--- src/rtl/bus_pkg.sv ---
// Shared types and constants for the register-bus fabric.
package bus_pkg;

    localparam logic BUS_RD = 1'b0;
    localparam logic BUS_WR = 1'b1;

    // Widest slave-select field any fabric instance may use (up to 16 slaves).
    localparam int MAX_SEL_W = 4;

    localparam logic [15:0] ERR_RD_DATA_DEF = 16'hDEAD;

    // One in-flight read slot. idx is sized for the widest select field so
    // the same entry type serves every fabric configuration.
    typedef struct packed {
        logic                 rd;
        logic                 mapped;
        logic [MAX_SEL_W-1:0] idx;
    } trk_entry_t;

    localparam int TRK_W = $bits(trk_entry_t);

endpackage

--- src/rtl/bus_rd_tracker.sv ---
// Fixed-depth shift pipeline that follows each command until its slave
// read data is due. A slot enters on every cycle, so the tail always
// corresponds to the command issued DEPTH cycles earlier.
module bus_rd_tracker
    import bus_pkg::*;
#(
    parameter int DEPTH = 2
) (
    input  logic             clk,
    input  logic             rst,
    input  logic [TRK_W-1:0] entry_in,
    output logic [TRK_W-1:0] entry_out
);

    logic [TRK_W-1:0] stage_reg [DEPTH];

    // Shift one slot per cycle; reset flushes every in-flight read.
    always_ff @(posedge clk) begin
        if (rst) begin
            for (int i = 0; i < DEPTH; i++) begin
                stage_reg[i] <= '0;
            end
        end else begin
            stage_reg[0] <= entry_in;
            for (int i = 1; i < DEPTH; i++) begin
                stage_reg[i] <= stage_reg[i-1];
            end
        end
    end

    assign entry_out = stage_reg[DEPTH-1];

endmodule

--- src/rtl/bus_fabric_n.sv ---
// Master-to-N-slave register bus fabric: registered command decode,
// fixed-latency in-order read return, unmapped-access error counting.
module bus_fabric_n
    import bus_pkg::*;
#(
    parameter int                ADDR_W      = 16,
    parameter int                DATA_W      = 16,
    parameter int                NUM_SLV     = 3,
    parameter int                SEL_W       = (NUM_SLV > 1) ? $clog2(NUM_SLV) : 1,
    parameter int                SLV_RD_LAT  = 1,
    parameter logic [DATA_W-1:0] ERR_RD_DATA = ERR_RD_DATA_DEF
) (
    input  logic                      clk,
    input  logic                      rst,
    input  logic                      bus_cmd_valid,
    input  logic                      bus_op,
    input  logic [ADDR_W-1:0]         bus_addr,
    input  logic [DATA_W-1:0]         bus_wr_data,
    output logic [DATA_W-1:0]         bus_rd_data,
    output logic                      bus_rd_valid,
    output logic [NUM_SLV-1:0]        slv_cmd_valid,
    output logic                      slv_op,
    output logic [ADDR_W-1:0]         slv_addr,
    output logic [DATA_W-1:0]         slv_wr_data,
    input  logic [NUM_SLV*DATA_W-1:0] slv_rd_data,
    input  logic                      err_clr,
    output logic [7:0]                err_cnt,
    output logic                      err_flag
);

    localparam int TRK_DEPTH = SLV_RD_LAT + 1;
    localparam int NUM_IDX   = 1 << MAX_SEL_W;
    // Upper SEL_W address bits pick the slave; slaves see them as zero.
    localparam logic [ADDR_W-1:0] SEL_MASK = ~({ADDR_W{1'b1}} >> SEL_W);

    logic [SEL_W-1:0]   cmd_idx;
    logic               cmd_mapped;
    logic [NUM_SLV-1:0] dec_hit;
    logic [DATA_W-1:0]  slv_rd_arr [NUM_IDX];
    trk_entry_t         trk_in;
    trk_entry_t         trk_tail;

    logic [NUM_SLV-1:0] slv_cmd_valid_reg;
    logic               slv_op_reg;
    logic [ADDR_W-1:0]  slv_addr_reg;
    logic [DATA_W-1:0]  slv_wr_data_reg;
    logic [DATA_W-1:0]  bus_rd_data_reg;
    logic               bus_rd_valid_reg;
    logic [7:0]         err_cnt_reg;
    logic [7:0]         err_cnt_next;
    logic               err_flag_reg;
    logic               err_flag_next;

    assign cmd_idx    = bus_addr[ADDR_W-1 -: SEL_W];
    assign cmd_mapped = (int'(cmd_idx) < NUM_SLV);

    genvar gi;
    generate
        for (gi = 0; gi < NUM_SLV; gi++) begin : g_dec
            assign dec_hit[gi] = bus_cmd_valid && cmd_mapped && (int'(cmd_idx) == gi);
        end
        // Unused return slots read as the error word so the mux never
        // indexes past the populated slaves.
        for (gi = 0; gi < NUM_IDX; gi++) begin : g_rd
            if (gi < NUM_SLV) begin : g_map
                assign slv_rd_arr[gi] = slv_rd_data[gi*DATA_W +: DATA_W];
            end else begin : g_unmap
                assign slv_rd_arr[gi] = ERR_RD_DATA;
            end
        end
    endgenerate

    // Build the tracker slot for this cycle; idle cycles enter rd=0.
    always_comb begin
        trk_in                  = '0;
        trk_in.rd               = bus_cmd_valid && (bus_op == BUS_RD);
        trk_in.mapped           = cmd_mapped;
        trk_in.idx[SEL_W-1:0]   = cmd_idx;
    end

    bus_rd_tracker #(
        .DEPTH     (TRK_DEPTH)
    ) u_rd_tracker (
        .clk       (clk),
        .rst       (rst),
        .entry_in  (trk_in),
        .entry_out (trk_tail)
    );

    // Register the command toward the slaves; broadcast fields hold when idle.
    always_ff @(posedge clk) begin
        if (rst) begin
            slv_cmd_valid_reg <= '0;
            slv_op_reg        <= 1'b0;
            slv_addr_reg      <= '0;
            slv_wr_data_reg   <= '0;
        end else begin
            slv_cmd_valid_reg <= dec_hit;
            if (bus_cmd_valid) begin
                slv_op_reg      <= bus_op;
                slv_addr_reg    <= bus_addr & ~SEL_MASK;
                slv_wr_data_reg <= bus_wr_data;
            end
        end
    end

    // Capture slave (or error) data when a read slot reaches the tail.
    always_ff @(posedge clk) begin
        if (rst) begin
            bus_rd_valid_reg <= 1'b0;
            bus_rd_data_reg  <= '0;
        end else begin
            bus_rd_valid_reg <= trk_tail.rd;
            if (trk_tail.rd) begin
                bus_rd_data_reg <= trk_tail.mapped ? slv_rd_arr[trk_tail.idx] : ERR_RD_DATA;
            end
        end
    end

    // Clear takes effect first, then a same-cycle unmapped access counts.
    always_comb begin
        err_cnt_next  = err_clr ? 8'd0 : err_cnt_reg;
        err_flag_next = err_clr ? 1'b0 : err_flag_reg;
        if (bus_cmd_valid && !cmd_mapped) begin
            if (err_cnt_next != 8'hFF) begin
                err_cnt_next = err_cnt_next + 8'd1;
            end
            err_flag_next = 1'b1;
        end
    end

    // Error counter and sticky flag.
    always_ff @(posedge clk) begin
        if (rst) begin
            err_cnt_reg  <= '0;
            err_flag_reg <= 1'b0;
        end else begin
            err_cnt_reg  <= err_cnt_next;
            err_flag_reg <= err_flag_next;
        end
    end

    assign slv_cmd_valid = slv_cmd_valid_reg;
    assign slv_op        = slv_op_reg;
    assign slv_addr      = slv_addr_reg;
    assign slv_wr_data   = slv_wr_data_reg;
    assign bus_rd_data   = bus_rd_data_reg;
    assign bus_rd_valid  = bus_rd_valid_reg;
    assign err_cnt       = err_cnt_reg;
    assign err_flag      = err_flag_reg;

endmodule
--- config.mk ---
export PLATFORM = sky130hd
export DESIGN_NAME = bus_fabric_n
export DESIGN_NICKNAME = d
export VERILOG_FILES = /design/src/rtl/bus_pkg.sv /design/src/rtl/bus_rd_tracker.sv /design/src/rtl/bus_fabric_n.sv
export SDC_FILE = /design/constraint.sdc
export NUM_CORES = 1
export LEC_CHECK = 0
export BUFFER_PORTS_ARGS = -buffer_cell sky130_fd_sc_hd__buf_2
export CAP_MARGIN = 10
export CORE_MARGIN = 4
export CORE_UTILIZATION = 40
export CTS_BUF_LIST = sky130_fd_sc_hd__clkbuf_4
export CTS_CLUSTER_DIAMETER = 120
export DETAILED_ROUTE_END_ITERATION = 16
export PLACE_DENSITY = 0.77
export SLEW_MARGIN = 20
export SYNTH_ARGS = -nofsm -noshare
export SYNTH_HDL_FRONTEND = slang
export SYNTH_SLANG_ARGS = --single-unit
--- constraint.sdc ---
create_clock -name clk -period 1.89 [get_ports clk]
set_clock_uncertainty 0.15 [all_clocks]
set_input_delay 0.189 -clock clk [delete_from_list [all_inputs] [get_ports clk]]
set_output_delay 0.189 -clock clk [all_outputs]
set_load 0.02 [all_outputs]
# Word-level counts from Yosys, hierarchy flattened
# Memory sizes are Yosys's and may differ from the RTL's.
# Index checks and enable logic that the tools add are counted.
# classes
n_reduce_logical,9
n_addsub,1
n_lt_le_gt_ge,2
bitwise_logic,4
n_eq_ne,3
muxes,14
# ops
operator,n
binary-select mux 16 bit (select 4 bit),1
two-way mux 16 bit,3
two-way mux 8 bit,3
two-way mux 6 bit,2
"adder 8 x 1 -> 8 bit, second input constant",1
"!= test 8 bit, second input constant",1
logical AND 1 bit,6
">= comparator 5 bit, second input constant",1
two-way mux 1 bit,5
NOT 4 -> 5 bit,1
"equality test 2 bit, second input constant",2
logical NOT 2 bit,1
"< comparator 2 bit, second input constant",1
bitwise OR 1 bit,2
nonzero test 2 bit,1
logical NOT 1 bit,1
NOT 1 bit,1
# word_totals
mem_bits_rw,12
wordCells,42
input_bits,85
n_memories,1
regBits,60
out_inout_bits,62
# mem_list
name,depth,width,read_ports,rd_ports_with_merged_regs,write_ports,line,rtl
u_rd_tracker.stage_reg,2,6,2,0,2,bus_rd_tracker.sv:15,logic [TRK_W-1:0] stage_reg [DEPTH];

# Logic depth before layout (Yosys ltp)
# An unclocked memory read counts as a cell.
# depth
ltp_word,6
depth_mapped,6
depth_no_buf,4

# Cells and area by module
# From an unflattened synthesis, not the netlist that was laid out.
# unflattened
cells_unflattened,300
hier_area_um2,2955.3
# by_module_without_submodules
mod,cells_per_inst,instances,seq_area_each_um2,area_each_um2
bus_fabric_n,269,1,1201.2,2543.7
bus_rd_tracker,31,1,240.2,411.6

# Worst setup path before layout
# OpenSTA, ideal clock, no wires.
# synth_timing
path_type,reg2reg
startpoint,"reg err_cnt_reg[0], in the netlist err_cnt[0]"
endpoint,"reg err_cnt_reg[5], in the netlist err_cnt[5]"
arrival_ns,1.292
path_stages_with_launch,5
t_required_ns,1.670
slack_ns,0.378
path_cell_list,dfxtp_1 and4_4 o211ai_4 or3_1 a21boi_1
# synth_between
elab_chain_len,4
elab_cells_between_ends,5
# synth_lines
element,line,rtl
start: declaration,bus_fabric_n.sv:49,logic [7:0] err_cnt_reg;
start signal: assignment,bus_fabric_n.sv:138,err_cnt_reg <= err_cnt_next;
two-way mux 8 bit *,bus_fabric_n.sv:122,err_cnt_next = err_clr ? 8'd0 : err_cnt_reg;
adder 8 x 1 -> 8 bit or != test 8 bit (tied branches),"bus_fabric_n.sv:126, bus_fabric_n.sv:125",
two-way mux 8 bit *,bus_fabric_n.sv:125,if (err_cnt_next != 8'hFF) begin
two-way mux 8 bit *,bus_fabric_n.sv:124,if (bus_cmd_valid && !cmd_mapped) begin
# Every way passes the cells marked *; elsewhere a longest branch is shown, timed or not.
# A chain may end at the register's enable or synchronous reset.

# Final worst setup path
# layout_timing
startpoint,in err_clr
endpoint,"reg err_cnt_reg[5], in the netlist err_cnt[5]"
# layout_between
elab_chain_len,4
elab_cells_between_ends,5
# layout_lines
element,line,rtl
start: declaration,bus_fabric_n.sv:26,"input logic err_clr,"
two-way mux 8 bit *,bus_fabric_n.sv:122,
adder 8 x 1 -> 8 bit or != test 8 bit (tied branches),"bus_fabric_n.sv:126, bus_fabric_n.sv:125",
two-way mux 8 bit,bus_fabric_n.sv:125,
two-way mux 8 bit *,bus_fabric_n.sv:124,
# Marked as above.

==> metrics.md <==
| Metric | Value |
|---|---|
| Status | `finished clean` |
| Core Util, Final | `0.632` |
| Clock Tree Buf Depth | `2` |
| Clk Latency, worst-skew pair | `0.38 ns` |
| Crit path arrival time | `1.82 ns` |
| Drt wl/cell | `14.6 um` |
| Worst R2R End | `bus_rd_data[12]$_SDFFE_PP0P_` |
| TNS Setup | `0 ns` |
| CTS tree | `yes` |
| Peak supply drop | `0.428 mV` |
| Root Buffer | `clkbuf_4` |
| Max frequency | `601 MHz` |
| Cell variety after synth | `37` |
| Most frequent cells in the layout | `buf_2 (144), dfxtp_1 (68), nor2_1 (51)` |
| Syn avg cell area | `9.93 um^2` |
| Initial drt markers | `72` |
| Drt pass-1 iters | `4` |
| Post-CTS setup buffers | `0` |
| Cell family with most CP delay | `buffers and inverters` |
| First-pass GRT wire length | `13.0 mm` |
| Vias per Instance | `4.89` |
| H-tree levels | `3` |
| Clk sinks | `68` |
| RSZ-0062 raised after global routing | `false` |
| WP depth | `6` |
| Gpl congestion | `0.786` |
| R2R setup slack | `0.32 ns` |
| Min-delay worst type | `input port to register` |
| IO Pins | `147` |
| Area leader, netlist | `dfxtp_1` |
| Leading cell type in the layout, fill and taps excluded | `buf_2` |
| Critical path startpoint | `err_clr` |
| Ranking of synthesized cells by area | `dfxtp_1 (50%), mux2i_1 (13%), nor2_1 (7.0%), mux2_2 (4.1%), a211oi_1 (3.0%)` |
| CP startpoint kind | `input port` |
| R2r startpoint | `u_rd_tracker.stage_reg[0][7]$_SDFF_PP0_` |
| Crit-path cells | `dlygate4sd3_1 > buf_2 > and3b_4 > o211ai_4 > or3_1 > a21boi_1` |
| Diodes inserted | `0` |
| Routed Antenna Nets | `0` |
| Post-CTS sizing | `0` |
| DP Wirelength | `5.24 mm` |
| Die W | `90.8 um` |
| Die Area | `8240 um^2` |
| Share of the synthesized area in the top cell type | `0.497` |
| Max stage delay cell, worst path | `dlygate4sd3_1` |
| Gr usage total | `0.194` |
| Endpoint type of the worst setup path | `register` |
| Largest net degree at the start of global routing | `34` |
| Worst Path Required | `2.05 ns` |
| # setup viols final | `0` |
| Mapped cell area | `2740 um^2` |
| # fillers | `537` |
| Yosys Warn Count | `0` |
| DRT Wirelength | `7.88 mm` |
| Vias in the first global route | `2752` |
| CP Class | `input port to register` |
| Cell Rows | `29` |
| Min Tclk post-route | `1.66 ns` |
| Clock network fraction of design power | `0.366` |
| Static leakage | `2.01 nW` |
| P&R area growth vs syn | `49.9%` |
| Worst rel slew slack | `0.622` |
| Internal power | `2.41 mW` |
| Seq/Total Area, Yosys | `0.497` |
| Max-cap violations | `0` |
| Comb power frac | `0.153` |
| Crit share post-route | `0.881` |
| Final Hold Fails | `0` |
| Port-buffer cells | `144` |
| Min-delay src | `slv_rd_data[16]` |
| Layout cells sized above 1 | `0.389` |
| Delay of the slowest critical-path stage | `0.54 ns` |
| Fin nets | `543` |
| Seq pwr share | `0.480` |
| Reg2reg path depth | `4` |
| Worst-Margin Slew | `0.568 ns` |
| Setup WS pre-CTS | `0.345 ns` |
| Initial antenna violation count | `0` |
| Num CTS Buffers | `9` |
| Final setup margin | `0.225 ns` |
| Max Fanout on Critical Path | `7` |
| DRC violations left | `0` |
| Synth Instances | `276` |
| Max-slew violations | `0` |
| CORE AREA | `6490 um^2` |
| Synthesis-stage register bit count | `68` |
| Sw Ratio | `0.238` |
| CP endpoint | `err_cnt[5]$_SDFF_PP0_` |
| Crit path buffers/inverters | `2` |
| Cell Pwr Density | `772 nW/um^2` |
| Initial core utilization | `0.422` |
| Vias | `2640` |
| Overflow after GRT | `0` |
| Chip height | `90.8 um` |
| Clock slew at reported path FFs | `0.11 ns` |
| P_sw | `0.756 mW` |
-- worst reg2reg max path, delay by kind of cell (launching register included) --
kind,cells,cell delay [ns]
DFF,1,0.32
AOI/OAI and AO/OA,2,0.38
and+or+nand+nor,1,0.40
buffers and inverters,1,0.24
-- power groups by stage --
| stage | Clock (mW) | Combinational (mW) | Sequential, mW |
|---|---|---|---|
| after detailed placement | 0 | 0.417 | 1.55 |
| after global placement | 0 | 0.410 | 1.55 |
| final | 1.16 | 0.486 | 1.52 |
| after CTS | 1.20 | 0.481 | 1.52 |
| after floorplan | 0 | 0.179 | 1.61 |
| after global routing | 1.26 | 0.532 | 1.53 |
-- stage by stage --
stage	power, mW	std cells	hold slack (ns)	cell area, um^2
floorplan	1.79	277	0.111	2740
global placement	1.96	483	0.237	3520
detailed placement	1.97	483	0.239	3520
CTS	3.20	540	0.00502	4110
global route	3.32	540	0.0191	4110
finish	3.17	540	0.0392	4110
-- logic make-up after synthesis --
family                 count (synthesis)  synth area share
flip-flops                            68             0.497
buffers and inverters                 23            0.0406
other                                  1           0.00137
multiplexers                          47             0.177
AO/OA/AOI/OAI                         47             0.118
AND/OR/NAND/NOR                       88             0.160
XOR/XNOR                               2           0.00639
-- worst min-delay path by stage --
stage                                              endpoint  cells after the start
floorplan           u_rd_tracker.stage_reg[0][5]$_SDFF_PP0_                      1
global placement    u_rd_tracker.stage_reg[0][5]$_SDFF_PP0_                      2
detailed placement  u_rd_tracker.stage_reg[0][5]$_SDFF_PP0_                      2
CTS                             bus_rd_data[7]$_SDFFE_PP0P_                      3
global route                   bus_rd_data[10]$_SDFFE_PP0P_                      3
finish                          bus_rd_data[0]$_SDFFE_PP0P_                      3
-- repair_timing --
action,in CTS,in global routing
endpoints found under the hold margin,46,0
hold buffers,41,0
setup endpoints to repair,0,0
-- final cells by class --
cell class | count | area, um^2 | share of cell area
flip-flops and latches | 68 | 1360 | 0.332
multi-input cells | 186 | 1270 | 0.310
repair buffers | 192 | 1200 | 0.291
clock inverters | 6 | 103 | 0.0250
well taps | 77 | 96.3 | 0.0235
clock buffers | 10 | 75.1 | 0.0183
inverters | 1 | 3.75 | 0.000914
-- cell usage after synthesis, drive strengths merged --
master / instances
inv: 1
o2bb2ai: 5
dfxtp: 68
buf: 11
a21boi: 1
a21o: 1
clkbuf: 11
nand2: 6
and4: 1
o22ai: 11
o21ai: 3
conb: 1
xor2: 1
and2: 2
nor2: 51
a21oi: 11
nand2b: 2
mux2: 11
and3b: 2
xnor2: 1
or2: 1
a211oi: 11
nor3b: 2
o2111ai: 1
or3: 1
nor2b: 13
nor4bb: 1
nor3: 4
nand4b: 1
a31oi: 2
mux2i: 36
o211ai: 1
nand3: 1
-- layer usage --
metal | routed length [um] | vias up | global-route usage | part of all wire
li1 | - | 1329 | - | -
met1 | 3170 | 1187 | 0.215 | 0.40
met2 | 3910 | 115 | 0.342 | 0.50
met3 | 730 | 9 | 0.0658 | 0.093
met4 | 73 | 0 | 0.0676 | 0.0093
met5 | 0 | - | 0 | 0
Note: power is estimated with default switching activity, not from simulation.
